$ cat src/rtl/div_pkg.sv
// Shared definitions for the sequential restoring divider: FSM state encoding
// and the sizing rule for the iteration counter.
package div_pkg;

    localparam int MIN_WIDTH = 2;
    localparam int MAX_WIDTH = 32;

    typedef enum logic [1:0] {
        IDLE = 2'd0,
        CALC = 2'd1,
        FIX  = 2'd2,
        DONE = 2'd3
    } div_state_e;

    // The counter has to hold the value WIDTH itself, not just WIDTH-1.
    function automatic int cnt_width(input int width);
        return $clog2(width + 1);
    endfunction

endpackage

$ cat src/rtl/div_step.sv
// One restoring-division iteration: shift {rem,quo} left, trial-subtract the
// divisor magnitude, keep the difference and set the quotient bit when it fits.
module div_step #(
    parameter int WIDTH = 8
) (
    input  logic [WIDTH-1:0] rem_in,
    input  logic [WIDTH-1:0] quo_in,
    input  logic [WIDTH-1:0] dvs,
    output logic [WIDTH-1:0] rem_out,
    output logic [WIDTH-1:0] quo_out
);

    logic [WIDTH:0]   shifted;
    logic [WIDTH-1:0] diff;
    logic             keep;

    always_comb begin
        shifted = {rem_in, quo_in[WIDTH-1]};
        // rem_in < dvs holds between steps, so a set top bit always means the
        // divisor fits and the true difference never needs more than WIDTH bits.
        keep    = shifted[WIDTH] || (shifted[WIDTH-1:0] >= dvs);
        diff    = shifted[WIDTH-1:0] - dvs;
        rem_out = keep ? diff : shifted[WIDTH-1:0];
        quo_out = {quo_in[WIDTH-2:0], keep};
    end

endmodule

$ cat src/rtl/seq_divider.sv
// Sequential signed/unsigned restoring divider with fixed WIDTH+2 cycle latency,
// truncating toward zero, with divide-by-zero and signed-overflow flags.
module seq_divider
    import div_pkg::*;
#(
    parameter int WIDTH     = 8,
    parameter int SIGNED_EN = 1
) (
    input  logic             clk,
    input  logic             rst_n,
    input  logic             start,
    input  logic             sign_mode,
    input  logic [WIDTH-1:0] dividend,
    input  logic [WIDTH-1:0] divisor,
    output logic             busy,
    output logic             done,
    output logic [WIDTH-1:0] quotient,
    output logic [WIDTH-1:0] remainder,
    output logic             div_by_zero,
    output logic             ovf
);

    localparam int               CNT_W     = cnt_width(WIDTH);
    localparam logic [CNT_W-1:0] LAST_ITER = CNT_W'(WIDTH - 1);
    localparam logic [WIDTH-1:0] MOST_NEG  = {1'b1, {(WIDTH-1){1'b0}}};

    if (WIDTH < MIN_WIDTH || WIDTH > MAX_WIDTH) begin : g_width_check
        $error("seq_divider: WIDTH must be in 2..32");
    end

    function automatic logic [WIDTH-1:0] negate(input logic [WIDTH-1:0] v);
        return ~v + WIDTH'(1);
    endfunction

    div_state_e       state_q, state_d;
    logic [CNT_W-1:0] cnt_q, cnt_d;
    logic             busy_q, busy_d;
    logic             done_q, done_d;
    logic [WIDTH-1:0] quotient_q, quotient_d;
    logic [WIDTH-1:0] remainder_q, remainder_d;
    logic             dbz_q, dbz_d;
    logic             ovf_q, ovf_d;

    logic [WIDTH-1:0] rem_q, rem_d;
    logic [WIDTH-1:0] quo_q, quo_d;
    logic [WIDTH-1:0] dvs_q, dvs_d;
    logic             sign_a_q, sign_a_d;
    logic             sign_b_q, sign_b_d;
    logic             zero_q, zero_d;
    logic             ovf_case_q, ovf_case_d;

    logic             signed_op;
    logic             in_sign_a;
    logic             in_sign_b;
    logic [WIDTH-1:0] step_rem;
    logic [WIDTH-1:0] step_quo;

    div_step #(
        .WIDTH(WIDTH)
    ) u_step (
        .rem_in (rem_q),
        .quo_in (quo_q),
        .dvs    (dvs_q),
        .rem_out(step_rem),
        .quo_out(step_quo)
    );

    always_comb begin
        state_d     = state_q;
        cnt_d       = cnt_q;
        busy_d      = busy_q;
        done_d      = 1'b0;
        quotient_d  = quotient_q;
        remainder_d = remainder_q;
        dbz_d       = dbz_q;
        ovf_d       = ovf_q;
        rem_d       = rem_q;
        quo_d       = quo_q;
        dvs_d       = dvs_q;
        sign_a_d    = sign_a_q;
        sign_b_d    = sign_b_q;
        zero_d      = zero_q;
        ovf_case_d  = ovf_case_q;

        signed_op = (SIGNED_EN != 0) && sign_mode;
        in_sign_a = signed_op && dividend[WIDTH-1];
        in_sign_b = signed_op && divisor[WIDTH-1];

        case (state_q)
            IDLE: begin
                if (start) begin
                    state_d    = CALC;
                    busy_d     = 1'b1;
                    cnt_d      = '0;
                    sign_a_d   = in_sign_a;
                    sign_b_d   = in_sign_b;
                    quo_d      = in_sign_a ? negate(dividend) : dividend;
                    dvs_d      = in_sign_b ? negate(divisor) : divisor;
                    rem_d      = '0;
                    zero_d     = (divisor == '0);
                    ovf_case_d = signed_op && (dividend == MOST_NEG) && (divisor == '1);
                end
            end
            CALC: begin
                rem_d = step_rem;
                quo_d = step_quo;
                cnt_d = cnt_q + CNT_W'(1);
                if (cnt_q == LAST_ITER) begin
                    state_d = FIX;
                end
            end
            FIX: begin
                // A zero divisor leaves rem equal to |dividend|, so re-applying the
                // dividend sign restores the original operand. MOST_NEG / -1 already
                // yields MOST_NEG r 0 from the magnitude path and needs no override.
                if (zero_q) begin
                    quo_d = '1;
                end else if (sign_a_q ^ sign_b_q) begin
                    quo_d = negate(quo_q);
                end
                rem_d   = sign_a_q ? negate(rem_q) : rem_q;
                state_d = DONE;
            end
            DONE: begin
                quotient_d  = quo_q;
                remainder_d = rem_q;
                dbz_d       = zero_q;
                ovf_d       = ovf_case_q;
                done_d      = 1'b1;
                busy_d      = 1'b0;
                cnt_d       = '0;
                state_d     = IDLE;
            end
            default: state_d = IDLE;
        endcase
    end

    always_ff @(posedge clk) begin
        if (!rst_n) begin
            state_q     <= IDLE;
            cnt_q       <= '0;
            busy_q      <= 1'b0;
            done_q      <= 1'b0;
            quotient_q  <= '0;
            remainder_q <= '0;
            dbz_q       <= 1'b0;
            ovf_q       <= 1'b0;
        end else begin
            state_q     <= state_d;
            cnt_q       <= cnt_d;
            busy_q      <= busy_d;
            done_q      <= done_d;
            quotient_q  <= quotient_d;
            remainder_q <= remainder_d;
            dbz_q       <= dbz_d;
            ovf_q       <= ovf_d;
        end
    end

    // Datapath working registers are always loaded before use, so no reset.
    always_ff @(posedge clk) begin
        rem_q      <= rem_d;
        quo_q      <= quo_d;
        dvs_q      <= dvs_d;
        sign_a_q   <= sign_a_d;
        sign_b_q   <= sign_b_d;
        zero_q     <= zero_d;
        ovf_case_q <= ovf_case_d;
    end

    assign busy        = busy_q;
    assign done        = done_q;
    assign quotient    = quotient_q;
    assign remainder   = remainder_q;
    assign div_by_zero = dbz_q;
    assign ovf         = ovf_q;

endmodule
$ cat config.mk
export PLATFORM = sky130hd
export DESIGN_NAME = seq_divider
export DESIGN_NICKNAME = d
export VERILOG_FILES = /design/src/rtl/div_pkg.sv /design/src/rtl/div_step.sv /design/src/rtl/seq_divider.sv
export SDC_FILE = /design/constraint.sdc
export NUM_CORES = 1
export LEC_CHECK = 0
export ABC_AREA = 0
export CAP_MARGIN = 20
export CELL_PAD_IN_SITES_DETAIL_PLACEMENT = 1
export CELL_PAD_IN_SITES_GLOBAL_PLACEMENT = 2
export CORE_ASPECT_RATIO = 1.5
export CORE_MARGIN = 2
export CORE_UTILIZATION = 38
export CTS_CLUSTER_DIAMETER = 80
export CTS_CLUSTER_SIZE = 25
export DETAILED_ROUTE_END_ITERATION = 16
export GPL_ROUTABILITY_DRIVEN = 0
export GPL_TIMING_DRIVEN = 0
export HOLD_SLACK_MARGIN = 0.08
export PLACE_DENSITY = 0.82
export SYNTH_ARGS = -nofsm -noshare
export SYNTH_HDL_FRONTEND = slang
export SYNTH_SLANG_ARGS = --single-unit
$ cat constraint.sdc
create_clock -name clk -period 5.5 [get_ports clk]
set_clock_uncertainty 0.15 [all_clocks]
set_input_delay 1.1 -clock clk [delete_from_list [all_inputs] [get_ports clk]]
set_output_delay 1.1 -clock clk [all_outputs]
set_load 0.02 [all_outputs]
# ---- After elaboration in Yosys (flattened, before gate mapping)
# Index checks and enable logic that the tools add are counted.
dict set report op_classes {
  addsub 6
  order_cmp 1
  eq_ne 10
  muxes 18
  bitwise 5
  reduce_logical 16
}
# operator n
set ops {}
lappend ops {{2-to-1 mux 8 bit} 8}
lappend ops {{one-hot mux 8 bit (3 select lines)} 2}
lappend ops {{adder 8 x 1 -> 8 bit (second input constant)} 4}
lappend ops {{NOT 8 bit} 4}
lappend ops {{== test 8 bit (second input constant)} 2}
lappend ops {{one-hot mux 4 bit (3 select lines)} 1}
lappend ops {{>= comparator 8 bit} 1}
lappend ops {{logical NOT 8 bit} 1}
lappend ops {{one-hot mux 2 bit (4 select lines)} 1}
lappend ops {{AND reduction 2 bit} 4}
lappend ops {{subtractor 8 bit} 1}
lappend ops {{!= test 2 bit (second input constant)} 3}
lappend ops {{AND reduction 3 bit} 2}
lappend ops {{nonzero test 3 bit} 2}
lappend ops {{adder 4 x 1 -> 4 bit (second input constant)} 1}
lappend ops {{== test 2 bit (second input constant)} 2}
lappend ops {{== test 4 x 3 -> 1 bit (second input constant)} 1}
lappend ops {{logical AND 1 bit} 4}
lappend ops {{2-to-1 mux 2 bit} 2}
lappend ops {{2-to-1 mux 4 bit} 1}
lappend ops {{!= test 3 bit (second input constant)} 1}
lappend ops {{== test 2 x 1 -> 1 bit (second input constant)} 1}
lappend ops {{logical NOT 2 bit} 1}
lappend ops {{2-to-1 mux 1 bit} 2}
lappend ops {{4 further kinds} 4}
dict set report totals {
  ff_bits 54
}

# ---- Longest topological paths before layout
# Gate-level depths: netlist (run 1).
dict set report depth {
  word_depth 5
  depth_mapped 8
}

# ---- Modules after synthesis
# A second synthesis (run 1) with hierarchy kept.
dict set report hier_totals {
  cells_unflattened 352
  hier_area_um2 3477.1
}
# module instances cells_per_inst area_per_inst_um2
set modules_own_cells {}
lappend modules_own_cells {seq_divider 1 281 2896.5}
lappend modules_own_cells {div_step 1 71 580.6}

# ---- Least setup slack after synthesis (run 1)
# OpenSTA, ideal clock, no wires.
dict set report synth_path {
  path_kind {input -> register}
  start {in start}
  end {reg quo_q[0] (enable)}
  setup_time_ps 378
  arrival_ps 1944
  required_ps 4972
  path_slack_ps 3028
  cell_stages 3
  path_buffers 0
  path_cell_list {nor2b_1 > or2_2 > a31oi_1}
}
dict set report synth_via {
  elab_chain_len 2
}
# item line
set synth_lines {}
lappend synth_lines {{start, declared} seq_divider.sv:11} ;# input logic start,
lappend synth_lines {{!= test 2 bit (no source line)} n/a}
lappend synth_lines {{AND reduction 3 bit (no source line)} n/a}
lappend synth_lines {{end signal, assigned} seq_divider.sv:163} ;# quo_q <= quo_d;
lappend synth_lines {{end, declared} seq_divider.sv:45} ;# logic [WIDTH-1:0] quo_q, quo_d;
# No other way between the ends.
# A chain may end at the register's enable or synchronous reset.

# ---- Final worst setup path (run 1)
dict set report layout_path {
  start {in start}
  end {reg quo_q[7] (enable)}
}
# The elaborated chain is that of the path after synthesis.

==> impl_metrics.env, run 1 <==
export IMPL_status="complete, no violations"
export IMPL_syn_avg_cell_area_um2=9.34
export IMPL_fin_crit_sh_pct=53.6
export IMPL_io_pin_count=40
export IMPL_postLayoutCoreUtil_pct=46.5
export IMPL_ys_ff_latch=54
export IMPL_total_power_mw=2.09
export IMPL_path_clk_slew_ns=0.07
export IMPL_path_buf_inv=1
export IMPL_dpl_hpwl_um=7010
export IMPL_drc=0
export IMPL_nNetsFinal=450
export IMPL_vias=2888
export IMPL_cp_start_kind="input port"
export IMPL_cpMaxStageDelayCell="a31oi_1"
export IMPL_place_area_um2=3930
export IMPL_synth_edf_count=28
export IMPL_antenna_found_initial=0
export IMPL_postRouteAntennaNets=0
export IMPL_crit_required_ns=5.27
export IMPL_crit_type="in -> reg"
export IMPL_reg2regPathDepth=7
export IMPL_yosys_top_cells_area="edfxtp_1, dfxtp_1, ha_1"
export IMPL_max_slew_margin_pct=35.9
export IMPL_max_freq_ghz=0.339
export IMPL_powerDensity_nw_per_um2=513
export IMPL_setup_viol_count_final=0
export IMPL_multi_input_area_um2=1880
export IMPL_yosysTopAreaCellShare_pct=24.7
export IMPL_grt_pass1_vias=3038
export IMPL_postCtsSetupBuffers=0
export IMPL_syn_to_final_growth_pct=20.0
export IMPL_n_antenna_cell=0
export IMPL_synthTopCellsByCount="nand2_1, edfxtp_1, inv_1"
export IMPL_die_y_um=120
export IMPL_yosysTopAreaCell="edfxtp_1"
export IMPL_postSynth_asyncResetShare_pct=0
export IMPL_netlist_instances=364
export IMPL_syn_nets=404
export IMPL_netlist_area_um2=3400
export IMPL_synth_flop_cell="edfxtp_1"
export IMPL_timing_rr_start="rem_q[0]"
export IMPL_start_util_pct=38.8
export IMPL_numCtsBuffers=5
export IMPL_ys_seq_area_share_pct=40.0
export IMPL_r2r_end="rem_q[1]"
export IMPL_critical_path_top_delay_family="compound AO/OA/AOI/OAI gates"
export IMPL_cts_root_buffer_cell="clkbuf_16"
export IMPL_clock_latency_ns=0.30
export IMPL_wl_per_cell_um=17.4
export IMPL_crit_fanout=8
export IMPL_yosysWarnings=0
export IMPL_finalWirelength_um=9080
export IMPL_drv_cap=0
export IMPL_postCtsHoldBufs=0
export IMPL_synthDistinctLibCells=55
export IMPL_grt_max_degree=17
export IMPL_fin_crit_ns=2.95
export IMPL_leakagePower_nw=1.49
export IMPL_cts_tree="built"
export IMPL_fillers=1006
export IMPL_grt_usage_pct=19.9
export IMPL_fin_tns_setup_ns=0
export IMPL_numPortBuffers=39
export IMPL_stdcell_area_um2=4080
export IMPL_critPathMaxStageDelay_ns=0.72
export IMPL_synth_most_common_cell="nand2_1"
export IMPL_hold_depth=2
export IMPL_hold_end="cnt_q[1]"
export IMPL_cp_end_kind="flip-flop"
export IMPL_rows=42
export IMPL_coreArea_um2=8780
export IMPL_hold_violations=0
export IMPL_drt_first_pass_iters=4
export IMPL_htree_levels=2
export IMPL_die_x_um=81.2
export IMPL_r2r_slack_ns=2.76
export IMPL_viasPerCell=5.54
export IMPL_min_from="cnt_q[1]"
export IMPL_drt_initial_drc_count=97
export IMPL_cts_resized_gates=0
export IMPL_grt_overflow=0
export IMPL_min_path_type="reg -> reg"
export IMPL_grt_pass1_wl_um=15100
export IMPL_cts_sinks=54
export IMPL_cts_buffer_depth=2
export IMPL_dieArea_um2=9740
export IMPL_cp_arrival_ns=2.72
export IMPL_crit_path_cell_trace="clkdlybuf4s50_1 > nor2b_1 > or2_2 > a31oi_1"
export IMPL_tightest_slew_ns=0.956
export IMPL_vdd_ir_drop_max_mv=0.190
export IMPL_final_max_slew_viol_count=0
export IMPL_regArea_um2=1360
export IMPL_drive_gt1_share_pct=4.87
export IMPL_rsz0062_at_grt="no"
[worst max path at each step]
stage	start	end	slack, ns	depth (start not counted)
CTS	start	quo_q[7]	2.53	4
detailed placement	start	quo_q[5]	2.21	4
finish	start	quo_q[7]	2.55	4
global route	start	quo_q[7]	2.45	4
global placement	start	quo_q[4]	2.20	4
floorplan	start	quo_q[0]	3.03	3
[registers in the layout, indices dropped and copies added, names as in the netlist]
| name | count |
|---|---|
| dvs_q | 8 |
| quo_q | 8 |
| quotient | 8 |
| rem_q | 8 |
| remainder | 8 |
| cnt_q | 4 |
| state_q | 2 |
| busy | 1 |
| div_by_zero | 1 |
| done | 1 |
| ovf | 1 |
| ovf_case_q | 1 |
| sign_a_q | 1 |
| sign_b_q | 1 |
| zero_q | 1 |
[stage by stage]
stage / worst slack (ns) / cells / hold WS (ns)
CTS: 2.53 / 521 / 0.352
detailed placement: 2.21 / 513 / 0.341
global route: 2.45 / 521 / 0.379
global placement: 2.20 / 513 / 0.324
floorplan: 3.03 / 364 / 0.308
finish: 2.55 / 521 / 0.348
[worst min-delay path: stages (launching register included)]
cell	delay, ns
dfxtp_1	0.33
nand2_1	0.06
a21boi_0	0.06
[power breakdown]
part / switching [mW] / total [mW] / internal, mW
logic: 0.618 / 1.02 / 0.406
registers: 0.153 / 0.744 / 0.591
clock network: 0.145 / 0.326 / 0.181
[area by class of cell]
| class | count | share of cell area [%] |
|---|---|---|
| clock inverter | 2 | 0.307 |
| sequential | 54 | 33.4 |
| timing repair buffer | 39 | 9.57 |
| buffer | 13 | 1.44 |
| multi-input combinational | 270 | 46.1 |
| tap | 110 | 3.37 |
| clock buffer | 6 | 3.40 |
| inverter | 27 | 2.48 |
[kinds of logic after synthesis]
family	count (synthesis)	synth area share, %
DFF	54	40.0
and+or+nand+nor	126	20.0
adders and majority gates	20	7.58
AOI/OAI and AO/OA	85	17.0
muxes	18	5.30
buffers and inverters	40	4.71
xor gates and xnor gates	21	5.41
[per-layer routing]
metal	GRT usage, %	up-vias	share of wire, %
met1	23.0	1428	41
met2	36.1	48	54
met5	0	-	0
met3	2.71	12	2.3
met4	7.63	0	2.0
li1	-	1400	-
[cell usage in the layout, fill, tap and decap left out, types with 3 or more instances in the layout]
| cell | instances |
|---|---|
| edfxtp_1 | 28 |
| o21ai_1 | 3 |
| o21ai_0 | 18 |
| a21boi_0 | 3 |
| nor2_1 | 23 |
| nand3b_1 | 6 |
| and3_1 | 4 |
| xor2_1 | 11 |
| clkbuf_16 | 5 |
| o21a_1 | 3 |
| a21oi_1 | 16 |
| nor3_1 | 7 |
| xnor2_1 | 10 |
| a211oi_1 | 6 |
| ha_1 | 19 |
| mux2i_1 | 18 |
| nor2b_1 | 23 |
| nand2_1 | 30 |
| nor4_1 | 3 |
| nand2b_1 | 4 |
| clkdlybuf4s50_1 | 39 |
| and2_1 | 7 |
| a211o_1 | 3 |
| clkbuf_1 | 10 |
| o211ai_1 | 5 |
| a31oi_1 | 10 |
| inv_1 | 27 |
| dfxtp_1 | 26 |
| nand3_1 | 6 |
Power figures use the tool's default switching activity.
==> inputs of run 2 (changes only) <==
--- a/config.mk
+++ b/config.mk
@@ -11,14 +11,14 @@
 export CELL_PAD_IN_SITES_GLOBAL_PLACEMENT = 2
 export CORE_ASPECT_RATIO = 1.5
 export CORE_MARGIN = 2
-export CORE_UTILIZATION = 38
+export CORE_UTILIZATION = 35
 export CTS_CLUSTER_DIAMETER = 80
 export CTS_CLUSTER_SIZE = 25
 export DETAILED_ROUTE_END_ITERATION = 16
 export GPL_ROUTABILITY_DRIVEN = 0
 export GPL_TIMING_DRIVEN = 0
 export HOLD_SLACK_MARGIN = 0.08
-export PLACE_DENSITY = 0.82
+export PLACE_DENSITY = 0.77
 export SYNTH_ARGS = -nofsm -noshare
 export SYNTH_HDL_FRONTEND = slang
 export SYNTH_SLANG_ARGS = --single-unit
==> constraint.sdc (replaced) <==
create_clock -name clk -period 2.8 [get_ports clk]
set_clock_uncertainty 0.15 [all_clocks]
set_input_delay 0.56 -clock clk [delete_from_list [all_inputs] [get_ports clk]]
set_output_delay 0.56 -clock clk [all_outputs]
set_load 0.02 [all_outputs]
==> run 2 against run 1 <==
  * Count of clock-buffer cells in the layout shrank 1
  * Critical path depth is 4 higher
  * Flip-flop and latch count did not move
  * Clock power up 95%
  * Combinational power grew 94%
  * Via count fell by 2.7%
  * Sequential power up 96%
  * Setup slack worse by 2.4 ns
  * Core utilization shrank 3.9 points
  * Global-route usage fell by 2.5 points
  * Register-to-register slack worse by 2.6 ns
  * Highest routed layer unchanged
==> impl_metrics.env, run 2 (synthesized netlist as in run 1, its figures left out) <==
export IMPL_status="complete, no violations"
export IMPL_hold_violations=0
export IMPL_fin_tns_setup_ns=0
export IMPL_r2r_end="rem_q[0]"
export IMPL_n_antenna_cell=0
export IMPL_io_pin_count=40
export IMPL_grt_usage_pct=17.4
export IMPL_crit_fanout=9
export IMPL_postCtsSetupBuffers=0
export IMPL_drive_gt1_share_pct=4.87
export IMPL_grt_max_degree=18
export IMPL_final_max_slew_viol_count=0
export IMPL_final_cell_mix="clkdlybuf4s50_1, nand2_1, edfxtp_1, inv_1, dfxtp_1"
export IMPL_rows=44
export IMPL_setup_viol_count_final=0
export IMPL_crit_type="reg -> reg"
export IMPL_htree_levels=2
export IMPL_dieArea_um2=10500
export IMPL_numCtsBuffers=5
export IMPL_leakagePower_nw=1.49
export IMPL_fillers=1127
export IMPL_cts_resized_gates=0
export IMPL_vdd_ir_drop_max_mv=0.496
export IMPL_crit_required_ns=2.70
export IMPL_viasPerCell=5.34
export IMPL_cpMaxStageDelayCell="edfxtp_1"
export IMPL_postCtsHoldBufs=0
export IMPL_cp_arrival_ns=2.54
export IMPL_dpl_hpwl_um=6890
export IMPL_place_inst=518
export IMPL_cp_end_kind="flip-flop"
export IMPL_syn_to_final_growth_pct=20.0
export IMPL_fin_crit_sh_pct=94.2
export IMPL_drt_initial_drc_count=108
export IMPL_cts_buffer_depth=2
export IMPL_critPathMaxStageDelay_ns=0.43
export IMPL_cts_tree="built"
export IMPL_antenna_found_initial=0
export IMPL_min_path_type="reg -> reg"
export IMPL_powerDensity_nw_per_um2=999
export IMPL_path_clk_slew_ns=0.07
export IMPL_endpoint="rem_q[0]"
export IMPL_final_cells=526
export IMPL_grt_pass1_wl_um=14800
export IMPL_cp_start_kind="flip-flop"
export IMPL_cts_root_buffer_cell="clkbuf_16"
export IMPL_rsz0062_at_grt="no"
export IMPL_grt_overflow=0
export IMPL_timing_rr_start="quo_q[7]"
export IMPL_reg2regPathDepth=8
export IMPL_r2r_slack_ns=0.16
export IMPL_die_x_um=84.5
export IMPL_mostFrequentLayoutCell="clkdlybuf4s50_1"
export IMPL_tightest_slew_ns=0.969
export IMPL_crit_start="quo_q[7]"
export IMPL_clock_latency_ns=0.30
export IMPL_drv_cap=0
export IMPL_finalWirelength_um=8880
export IMPL_cts_sinks=54
export IMPL_nNetsFinal=450
export IMPL_fin_crit_ns=2.64
export IMPL_grt_pass1_vias=2932
export IMPL_crit_path_cell_trace="inv_1 > ha_1 > fa_1 > nand2b_1 > a21o_1 > a31oi_4 > o21ai_1 > a32o_1"
export IMPL_numPortBuffers=39
export IMPL_coreArea_um2=9580
export IMPL_max_slew_margin_pct=35.1
export IMPL_postRouteAntennaNets=0
export IMPL_wl_per_cell_um=16.9
export IMPL_fin_hold_ws_ns=0.353
export IMPL_drc=0
export IMPL_start_util_pct=35.5
export IMPL_die_y_um=125
export IMPL_vias=2811
export IMPL_drt_first_pass_iters=4
export IMPL_max_freq_ghz=0.379
-- run 2: changes by cell type in the layout (fill, tap and decap cells not counted) --
cell      previous run  this run
clkinv_4             1         2
clkbuf_8             1         0
-- run 2: layer usage --
layer	routed length (um)	share of wire, %	up-vias	global-route usage (%)
met1	3670	41	1370	20.2
met3	129	1.5	11	2.19
met5	0	0	-	0
met2	4930	55	33	32.6
li1	-	-	1397	-
met4	156	1.8	0	5.42
-- run 2: worst min-delay path by stage --
stage / start / end / slack [ns] / cells past startpoint
final: ovf_case_q / ovf / 0.35 / 2
after global placement: cnt_q[1] / cnt_q[1] / 0.33 / 2
after floorplan: cnt_q[1] / cnt_q[1] / 0.31 / 2
after detailed placement: cnt_q[1] / cnt_q[1] / 0.34 / 2
after global routing: cnt_q[1] / cnt_q[1] / 0.37 / 2
after CTS: cnt_q[1] / cnt_q[1] / 0.35 / 2
-- run 2: critical path, delay by kind of cell, from the launching register on --
kind	cells	cell delay (ns)
buffers and inverters	1	0.09
and+or+nand+nor	1	0.20
adders and majority gates	2	0.60
AOI/OAI and AO/OA	4	0.90
DFF	1	0.43
-- run 2: metrics by stage --
stage / cell area, um^2 / power [mW] / setup slack [ns] / utilization, %
after floorplan: 3400 / 2.83 / 0.455 / -
after detailed placement: 3940 / 3.46 / 0.00102 / 41.1
after global placement: 3940 / 3.41 / 0.0692 / 41.1
final: 4080 / 4.08 / 0.164 / 42.6
after CTS: 4080 / 4.12 / 0.146 / 42.6
after global routing: 4080 / 4.40 / 0.0278 / 42.6
-- run 2: area by class of cell --
type / instances / area, um^2 / area share (%)
multi-input cells: 270 / 1880 / 46.0
flip-flops and latches: 54 / 1360 / 33.4
inverters: 27 / 101 / 2.48
repair buffers: 39 / 390 / 9.56
well taps: 115 / 144 / 3.53
plain buffers: 13 / 58.8 / 1.44
clock inverters: 3 / 21.3 / 0.521
clock buffers: 5 / 125 / 3.07
-- run 2: power by group --
group          leakage [nW]  internal (mW)  switching, mW
clock network        0.0714          0.333          0.305
registers             0.487           1.16          0.301
logic                 0.928          0.795           1.18
